**config.mk**
```make
export PLATFORM = sky130hd
export DESIGN_NAME = s2mm_burst_writer
export DESIGN_NICKNAME = d
export VERILOG_FILES = /design/src/rtl/s2mm_burst_writer.sv
export SDC_FILE = /design/constraint.sdc
export NUM_CORES = 1
export LEC_CHECK = 0
export CAP_MARGIN = 20
export CORE_ASPECT_RATIO = 1.4
export CORE_MARGIN = 2
export CORE_UTILIZATION = 34
export DETAILED_ROUTE_END_ITERATION = 8
export PLACE_DENSITY = 0.55
export SYNTH_ARGS = -nofsm -noshare
export SYNTH_HDL_FRONTEND = slang
export SYNTH_SLANG_ARGS = --single-unit
```
**constraint.sdc**
```tcl
create_clock -name ACLK -period 8.3 [get_ports ACLK]
set_clock_uncertainty 0.1 [all_clocks]
set_input_delay 1.66 -clock ACLK [delete_from_list [all_inputs] [get_ports ACLK]]
set_output_delay 1.66 -clock ACLK [all_outputs]
set_load 0.02 [all_outputs]
```
**src/rtl/s2mm_burst_writer.sv**
```systemverilog
// s2mm_burst_writer: buffers a 32-bit AXI4-Stream in a small FIFO and writes
// it to memory as a sequence of AXI4 INCR bursts (one burst outstanding).
// Control and status connect to the AXI-Lite register block.
module s2mm_burst_writer #(
  parameter int C_DATA_WIDTH = 32,
  parameter int C_ADDR_WIDTH = 32,
  parameter int C_BURST_LEN  = 8,
  parameter int C_FIFO_DEPTH = 16,
  parameter int C_LEN_WIDTH  = 16
) (
  input  logic                    ACLK,
  input  logic                    ARESET,
  // control / status
  input  logic                    cfg_start,
  input  logic [C_ADDR_WIDTH-1:0] cfg_addr,
  input  logic [C_LEN_WIDTH-1:0]  cfg_len,
  output logic                    sts_busy,
  output logic                    sts_done,
  output logic                    sts_error,
  // input stream
  input  logic [C_DATA_WIDTH-1:0] s_axis_tdata,
  input  logic                    s_axis_tvalid,
  output logic                    s_axis_tready,
  // AXI4 write address channel
  output logic [C_ADDR_WIDTH-1:0] m_axi_awaddr,
  output logic [7:0]              m_axi_awlen,
  output logic [2:0]              m_axi_awsize,
  output logic [1:0]              m_axi_awburst,
  output logic                    m_axi_awvalid,
  input  logic                    m_axi_awready,
  // AXI4 write data channel
  output logic [C_DATA_WIDTH-1:0] m_axi_wdata,
  output logic [3:0]              m_axi_wstrb,
  output logic                    m_axi_wlast,
  output logic                    m_axi_wvalid,
  input  logic                    m_axi_wready,
  // AXI4 write response channel
  input  logic [1:0]              m_axi_bresp,
  input  logic                    m_axi_bvalid,
  output logic                    m_axi_bready
);

  localparam int PTR_W = $clog2(C_FIFO_DEPTH);
  localparam int CNT_W = PTR_W + 1;
  localparam logic [CNT_W-1:0]       FIFO_FULL = CNT_W'(C_FIFO_DEPTH);
  localparam logic [C_LEN_WIDTH-1:0] BURST_MAX = C_LEN_WIDTH'(C_BURST_LEN);

  typedef enum logic [2:0] {
    S_IDLE,
    S_ADDR,
    S_DATA,
    S_RESP,
    S_DONE
  } state_t;

  state_t state_q, state_d;
  logic   awvalid_q, awvalid_d;

  logic [C_ADDR_WIDTH-1:0] addr_q;
  logic [C_LEN_WIDTH-1:0]  words_left_q;
  logic [C_LEN_WIDTH-1:0]  beats_left_q;
  logic [7:0]              beat_cnt_q;
  logic                    error_q;

  logic [C_DATA_WIDTH-1:0] fifo_mem [C_FIFO_DEPTH];
  logic [PTR_W-1:0]        wr_ptr_q;
  logic [PTR_W-1:0]        rd_ptr_q;
  logic [CNT_W-1:0]        count_q;

  logic [C_LEN_WIDTH-1:0]  burst;
  logic [7:0]              burst_m1;
  logic                    fifo_has_burst;
  logic                    start_accept;
  logic                    push;
  logic                    pop;
  logic                    wlast_int;
  logic                    b_hs;

  // Current burst is the full burst size unless fewer beats remain.
  assign burst          = (beats_left_q > BURST_MAX) ? BURST_MAX : beats_left_q;
  assign burst_m1       = 8'(burst - C_LEN_WIDTH'(1));
  assign fifo_has_burst = (32'(count_q) >= 32'(burst));

  assign start_accept = (state_q == S_IDLE) && cfg_start;
  assign push         = s_axis_tvalid && s_axis_tready;
  assign pop          = m_axi_wvalid && m_axi_wready;
  assign wlast_int    = (state_q == S_DATA) && (beat_cnt_q == burst_m1);
  assign b_hs         = m_axi_bready && m_axi_bvalid;

  // Stream side only takes words that belong to the current transfer.
  assign s_axis_tready = sts_busy && (count_q != FIFO_FULL) && (words_left_q != '0);

  assign m_axi_awvalid = awvalid_q;
  assign m_axi_awaddr  = addr_q;
  assign m_axi_awlen   = awvalid_q ? burst_m1 : 8'd0;
  assign m_axi_awsize  = 3'b010;
  assign m_axi_awburst = 2'b01;
  assign m_axi_wstrb   = 4'hF;
  assign m_axi_wlast   = wlast_int;
  assign m_axi_wdata   = (state_q == S_DATA) ? fifo_mem[rd_ptr_q] : '0;
  assign sts_error     = error_q;

  // State register plus the registered AW valid.
  always_ff @(posedge ACLK) begin
    if (ARESET) begin
      state_q   <= S_IDLE;
      awvalid_q <= 1'b0;
    end else begin
      state_q   <= state_d;
      awvalid_q <= awvalid_d;
    end
  end

  // Next-state and channel handshake outputs.
  always_comb begin
    state_d      = state_q;
    awvalid_d    = awvalid_q;
    sts_busy     = 1'b0;
    sts_done     = 1'b0;
    m_axi_wvalid = 1'b0;
    m_axi_bready = 1'b0;
    case (state_q)
      S_IDLE: begin
        if (cfg_start) begin
          state_d = (cfg_len == '0) ? S_DONE : S_ADDR;
        end
      end
      S_ADDR: begin
        sts_busy = 1'b1;
        // AW is only offered once the whole burst is buffered, so W never
        // stalls mid-burst; once offered the fields are frozen until accepted.
        if (awvalid_q) begin
          if (m_axi_awready) begin
            awvalid_d = 1'b0;
            state_d   = S_DATA;
          end
        end else if (fifo_has_burst) begin
          awvalid_d = 1'b1;
        end
      end
      S_DATA: begin
        sts_busy     = 1'b1;
        m_axi_wvalid = 1'b1;
        if (m_axi_wready && wlast_int) begin
          state_d = S_RESP;
        end
      end
      S_RESP: begin
        sts_busy     = 1'b1;
        m_axi_bready = 1'b1;
        if (m_axi_bvalid) begin
          state_d = (beats_left_q == burst) ? S_DONE : S_ADDR;
        end
      end
      S_DONE: begin
        sts_done = 1'b1;
        state_d  = S_IDLE;
      end
      default: state_d = S_IDLE;
    endcase
  end

  // Transfer bookkeeping: address, remaining words/beats and in-burst beat count.
  always_ff @(posedge ACLK) begin
    if (ARESET) begin
      addr_q       <= '0;
      words_left_q <= '0;
      beats_left_q <= '0;
      beat_cnt_q   <= '0;
    end else if (start_accept) begin
      addr_q       <= cfg_addr;
      words_left_q <= cfg_len;
      beats_left_q <= cfg_len;
      beat_cnt_q   <= '0;
    end else begin
      if (push) begin
        words_left_q <= words_left_q - C_LEN_WIDTH'(1);
      end
      if (pop) begin
        beat_cnt_q <= wlast_int ? 8'd0 : beat_cnt_q + 8'd1;
      end
      if (b_hs) begin
        addr_q       <= addr_q + C_ADDR_WIDTH'({burst, 2'b00});
        beats_left_q <= beats_left_q - burst;
      end
    end
  end

  // Sticky error: any non-OKAY response sets it, a new accepted start clears it.
  always_ff @(posedge ACLK) begin
    if (ARESET) begin
      error_q <= 1'b0;
    end else if (start_accept) begin
      error_q <= 1'b0;
    end else if (b_hs && (m_axi_bresp != 2'b00)) begin
      error_q <= 1'b1;
    end
  end

  // FIFO storage; the read side is first-word-fall-through.
  always_ff @(posedge ACLK) begin
    if (push) begin
      fifo_mem[wr_ptr_q] <= s_axis_tdata;
    end
  end

  // FIFO pointers wrap naturally; occupancy holds on simultaneous push and pop.
  always_ff @(posedge ACLK) begin
    if (ARESET) begin
      wr_ptr_q <= '0;
      rd_ptr_q <= '0;
      count_q  <= '0;
    end else begin
      if (push) begin
        wr_ptr_q <= wr_ptr_q + PTR_W'(1);
      end
      if (pop) begin
        rd_ptr_q <= rd_ptr_q + PTR_W'(1);
      end
      case ({push, pop})
        2'b10:   count_q <= count_q + CNT_W'(1);
        2'b01:   count_q <= count_q - CNT_W'(1);
        default: count_q <= count_q;
      endcase
    end
  end

endmodule

```
==> After elaboration in Yosys (flattened, before gate mapping) <==
Memory sizes are Yosys's and may differ from the RTL's. A register that Yosys moved wholly into a read port is not among the register bits.
Index checks and enable logic that the tools add are counted.
{ "word_totals": {"reg_bits": 90, "ram_bits": 512, "out_inout_bits": 89, "wordCells": 85, "n_memories": 1} }
{ "mem_list": {"columns": ["name", "depth", "width", "read_ports", "rd_clocked_by_memory_dff", "write_ports", "line", "source"], "rows": [
  ["fifo_mem", 16, 32, 1, 1, 1, "65", "logic [C_DATA_WIDTH-1:0] fifo_mem [C_FIFO_DEPTH];"]
]} }
{ "classes": {"n_addsub": 9, "n_lt_le_gt_ge": 2, "eq_ne": 14, "muxes": 30, "reduce_logical": 19} }
{ "ops": {"columns": ["operator", "n"], "rows": [
  ["32-bit 2-to-1 mux", 3],
  ["16-bit 2-to-1 mux", 5],
  ["32-bit by 18-bit adder with 32-bit output", 1],
  ["3-bit 2-to-1 mux", 7],
  ["16-bit equality test", 1],
  ["5-bit by 16-bit greater-or-equal comparator with 1-bit output", 1],
  ["16-bit by 4-bit > comparator with 1-bit output, second input constant", 1],
  ["16-bit zero test", 1],
  ["8-bit 2-to-1 mux", 2],
  ["16-bit nonzero test", 1],
  ["16-bit by 1-bit subtractor with 16-bit output, second input constant", 1],
  ["16-bit subtractor", 1],
  ["3-bit case mux with 4 select lines", 1],
  ["5-bit case mux with 2 select lines", 1],
  ["1-bit logical AND", 9],
  ["1-bit 2-to-1 mux", 9],
  ["4-bit by 1-bit adder with 4-bit output, second input constant", 2],
  ["8-bit by 1-bit adder with 8-bit output, second input constant", 1],
  ["8-bit equality test", 1],
  ["4-bit 2-to-1 mux", 2],
  ["2-bit != test, second input constant", 4],
  ["2-bit nonzero test", 4],
  ["8-bit by 1-bit subtractor with 8-bit output, second input constant", 1],
  ["3-bit by 2-bit equality test with 1-bit output, second input constant", 2],
  ["other kinds (12)", 12]
]} }

==> Depth between registers and ports, before layout <==
{ "depth": {"ltp_word": 8, "depth_mapped": 17} }

==> Least setup slack after synthesis <==
Ideal clock, no wire load.
{ "synth_timing": {"path_kind": "register to output", "from": "register beats_left_q[4]", "to": "output port m_axi_wlast", "arrival_ns": 3.306, "t_required_ns": 6.540, "slack_ns": 3.234, "stages_incl_launch_ff": 15, "path_buffers": 2, "cell_sequence": "dfxtp_1 > or4_1 > buf_6 > nor2_2 > nand2_1 > a21oi_1 > nand2_1 > ha_1 > nor2b_1 > clkbuf_1 > o41ai_1 > o21ai_0 > a211oi_1 > o21ai_0 > nor3_1"} }
{ "synth_between": {"elab_chain_len": 5} }
{ "synth_rtl": {"columns": ["element", "line", "source"], "rows": [
  ["start: declaration", "61", "logic [C_LEN_WIDTH-1:0] beats_left_q;"],
  ["start signal: assignment", "173", "beats_left_q <= cfg_len;"],
  ["start signal: assignment", "184", "beats_left_q <= beats_left_q - burst;"],
  ["16-bit by 4-bit > comparator with 1-bit output", "80", "assign burst = (beats_left_q > BURST_MAX) ? BURST_MAX : beats_left_q;"],
  ["16-bit 2-to-1 mux (*)", "80", null],
  ["8-bit by 1-bit subtractor with 8-bit output (*)", "81", "assign burst_m1 = 8'(burst - C_LEN_WIDTH'(1));"],
  ["8-bit equality test (*)", "87", "assign wlast_int = (state_q == S_DATA) && (beat_cnt_q == burst_m1);"],
  ["1-bit logical AND (*)", "87", null],
  ["end: declaration", "34", "output logic m_axi_wlast,"]
]} }
Mark *: on every way between the ends. The rest lies on a longest branch, timed or not.

==> Worst setup path in the final report <==
Same ends and word-level chain as after synthesis.

==> results by group <==
Routing
  • Routed wire length: 63130 µm
  • Avg WL per Cell: 23.12 µm
  • Via density per instance: 5.319
  • DRT antenna net count: 0
  • DRC viols: 1
  • Iter 0 DRT Violations: 923
  • Vias: 14530
  • DRT Pass-1 Iters: 7

Timing
  • Slew Viols, Final: 0
  • Minimum clock period: 6.717 ns
  • Worst slew margin: 31.93%
  • Final setup viols: 0
  • Hold Fails Final Rpt: 0
  • Worst-margin pin slew: 1.021 ns
  • Tcrit/Tclk final: 80.93%
  • Total negative setup slack: 0 ns
  • RSZ-0062 raised after global routing: false
  • Fmax: 148.9 MHz

Power
  • Power Total: 6446 µW
  • Pwr dens: 212.8 nW/µm²
  • Leakage power: 0.009506 µW
  • Worst vdd ir: 0.0001705 V

CTS
  • Num CTS Buffers: 61
  • CTS resizes: 0
  • Clock Tree Buf Depth: 3
  • Later-pin clock latency in the skew report: 0.64 ns
  • CTS root buffer: clkbuf_16
  • Post-CTS Hold Fix Bufs: 0
  • Clock transition at the registers of the reported paths: 0.06 ns
  • CTS tree: built
  • Sink Count: 606
  • H-tree depth: 2
  • Setup bufs post-CTS: 0

Flow run
  • Max Cap Viol: 0

Cells and area
  • Final Non-Filler Cells: 2731
  • Final core utilization: 40.88%
  • Number of diodes: 0
  • Layout cells sized above 1: 18.58%
  • P&R area growth vs syn: 18.68%
  • Number of fillers in the final layout: 6777
  • Total Nets Final: 1846

Floorplanning
  • Row Count: 118
  • Die Wd: 235.6 µm
  • Die extent in y: 328.2 µm
  • Top Ports: 178
  • Initial core utilization: 34.45%
  • Die ar.: 77330 µm²
  • Placeable Area: 74120 µm²

Worst hold path
  • Hold path start: m_axi_awaddr[1]$_SDFFE_PP0P_
  • Hold EP: m_axi_awaddr[1]$_SDFFE_PP0P_
  • Hold WC Path Type: register to register
  • WHS Path Cells: 2

Synthesis
  • Post-synthesis sequential area ratio: 67.59%
  • Netlist cell types: 79
  • FF+latch count, synth: 606
  • Most frequent cell after synthesis: edfxtp_1
  • Syn Inst Count: 1529
  • Fraction of registers with async set/reset: 0%
  • Mean area per synthesized cell: 16.70 µm²
  • EDFF count, synth: 512
  • Top cells by count, synth: 512 x edfxtp_1, 160 x mux4_2, 94 x dfxtp_1, 86 x nand2_1, 80 x nor2_1
  • Yosys top cell area share: 60.22%
  • Area leader, netlist: edfxtp_1
  • Synth Flop Type: edfxtp_1
  • Syn Std Cell Area: 25530 µm²
  • Synth area leaders: edfxtp_1 60%, mux4_2 14%, dfxtp_1 7.4%
  • Syn. warnings: 0

Place
  • Final Wtd Congestion: 0.8228
  • Port bufs: 168
  • Placed Cells: 2618
  • Dpl hpwl: 35580 µm

GRT
  • Tot GR Track Use: 16.30%
  • Total grt overflow: 0
  • Largest net degree at the start of global routing: 85
  • Number of global-route vias before repair: 15200
  • First-pass GRT wire length: 95010 µm
  • Initial antenna violation count: 1

Worst setup path
  • Critical path origin: beats_left_q[4]$_SDFFE_PP0P_
  • FF-to-FF path depth: 14
  • Worst EP arrival: 4.96 ns
  • Crit Path Max Fanout: 9
  • CP startpoint kind: register
  • RR Startpoint: beats_left_q[4]$_SDFFE_PP0P_
  • FF-to-FF setup slack: 3.84 ns
  • WP data required: 6.54 ns
  • Setup crit end kind: output port
  • RR Endpoint: m_axi_awaddr[25]$_SDFFE_PP0P_
  • Crit Path Category: register to output port

Run status
  • Status: finished, violations left
  • Failing checks: DRC
-- critical path, stage by stage (launching register included) --
cell             delay [ns]
dfxtp_1                0.37
or4_1                  0.72
nor2_2                 0.22
nand2_1                0.12
a21oi_1                0.19
nand2_1                0.19
ha_1                   0.31
nor2b_1                0.24
o41ai_1                0.26
o21ai_0                0.13
a211oi_1               0.36
o21ai_0                0.19
nor3_1                 0.33
clkdlybuf4s50_1        0.68
-- cell families (layout without fill, tap and decap cells) --
family | after synthesis | in the layout | synth area share, %
other | 2 | 23 | 0.02942
buffers and inverters | 115 | 336 | 2.000
DFF | 606 | 606 | 67.59
muxes | 161 | 161 | 14.16
AOI/OAI and AO/OA | 230 | 230 | 6.063
and+or+nand+nor | 346 | 346 | 7.146
xor gates and xnor gates | 33 | 33 | 1.186
adders and majority gates | 36 | 36 | 1.823
-- per-layer routing --
layer,track usage [%],share of wire [%]
met1,19.21,39
met2,29.93,53
met3,3.328,5.7
met4,4.749,2.5
met5,0,0.014
-- metrics by stage --
step                hold slack, ns  setup WS [ns]  area (µm²)
global placement            0.3438          2.394       28340
detailed placement          0.3494          2.291       28340
floorplan                   0.3543          3.234       25610
CTS                         0.3604          1.565       30300
finish                      0.3555          1.583       30300
global route                0.4068          1.274       30300
-- layout by cell type, fill, tap and decap left out, types with 8 or more instances in the layout --
| master | instances |
|---|---|
| nor2b_1 | 8 |
| and3_1 | 11 |
| inv_1 | 22 |
| o211ai_1 | 16 |
| and2_2 | 8 |
| clkinv_2 | 8 |
| nor3_1 | 14 |
| clkbuf_1 | 12 |
| a21o_1 | 10 |
| edfxtp_1 | 512 |
| or4_1 | 12 |
| a211oi_1 | 9 |
| buf_4 | 28 |
| nand4_1 | 13 |
| nand3_1 | 18 |
| a22oi_1 | 17 |
| nand2_1 | 86 |
| dfxtp_1 | 90 |
| conb_1 | 23 |
| nor2_1 | 80 |
| ha_1 | 34 |
| clkdlybuf4s50_1 | 167 |
| xor2_1 | 18 |
| clkbuf_16 | 61 |
| clkinv_1 | 15 |
| o21ai_0 | 29 |
| or3_1 | 11 |
| a31oi_1 | 24 |
| xnor2_1 | 14 |
| nor4_1 | 9 |
| and2_1 | 36 |
| a21oi_1 | 63 |
| mux4_2 | 160 |
-- sequential cells by signal, indices dropped and copies added, names as in the netlist, named ones only --
signal         cells
m_axi_awvalid      1
fifo_mem         512
m_axi_awaddr      32
rd_ptr_q           4
words_left_q      16
beats_left_q      16
wr_ptr_q           4
beat_cnt_q         8
count_q            5
state_q            3
sts_error          1
-- where the power goes --
group / switching [µW] / internal [µW]
clock network: 1180 / 1540
logic: 214 / 149
registers: 31.1 / 3330
total: 1420 / 5020
-- cell type report --
| type | instances | area [µm²] | area share (%) |
|---|---|---|---|
| clock buffer | 73 | 1572 | 5.187 |
| clock inverter | 40 | 386.6 | 1.276 |
| inverter | 26 | 97.59 | 0.3221 |
| multi-input combinational | 829 | 7868 | 25.97 |
| sequential | 606 | 17270 | 56.99 |
| tap | 960 | 1201 | 3.964 |
| timing repair buffer | 197 | 1907 | 6.294 |
-- worst max path at each step --
stage	endpoint	slack, ns	cells after the start
global route	m_axi_wlast	1.27	13
global placement	m_axi_wlast	2.39	13
detailed placement	m_axi_wlast	2.29	13
CTS	m_axi_wlast	1.56	13
finish	m_axi_wlast	1.58	13
floorplan	m_axi_wlast	3.23	14
(Power assumes the default switching activity.)
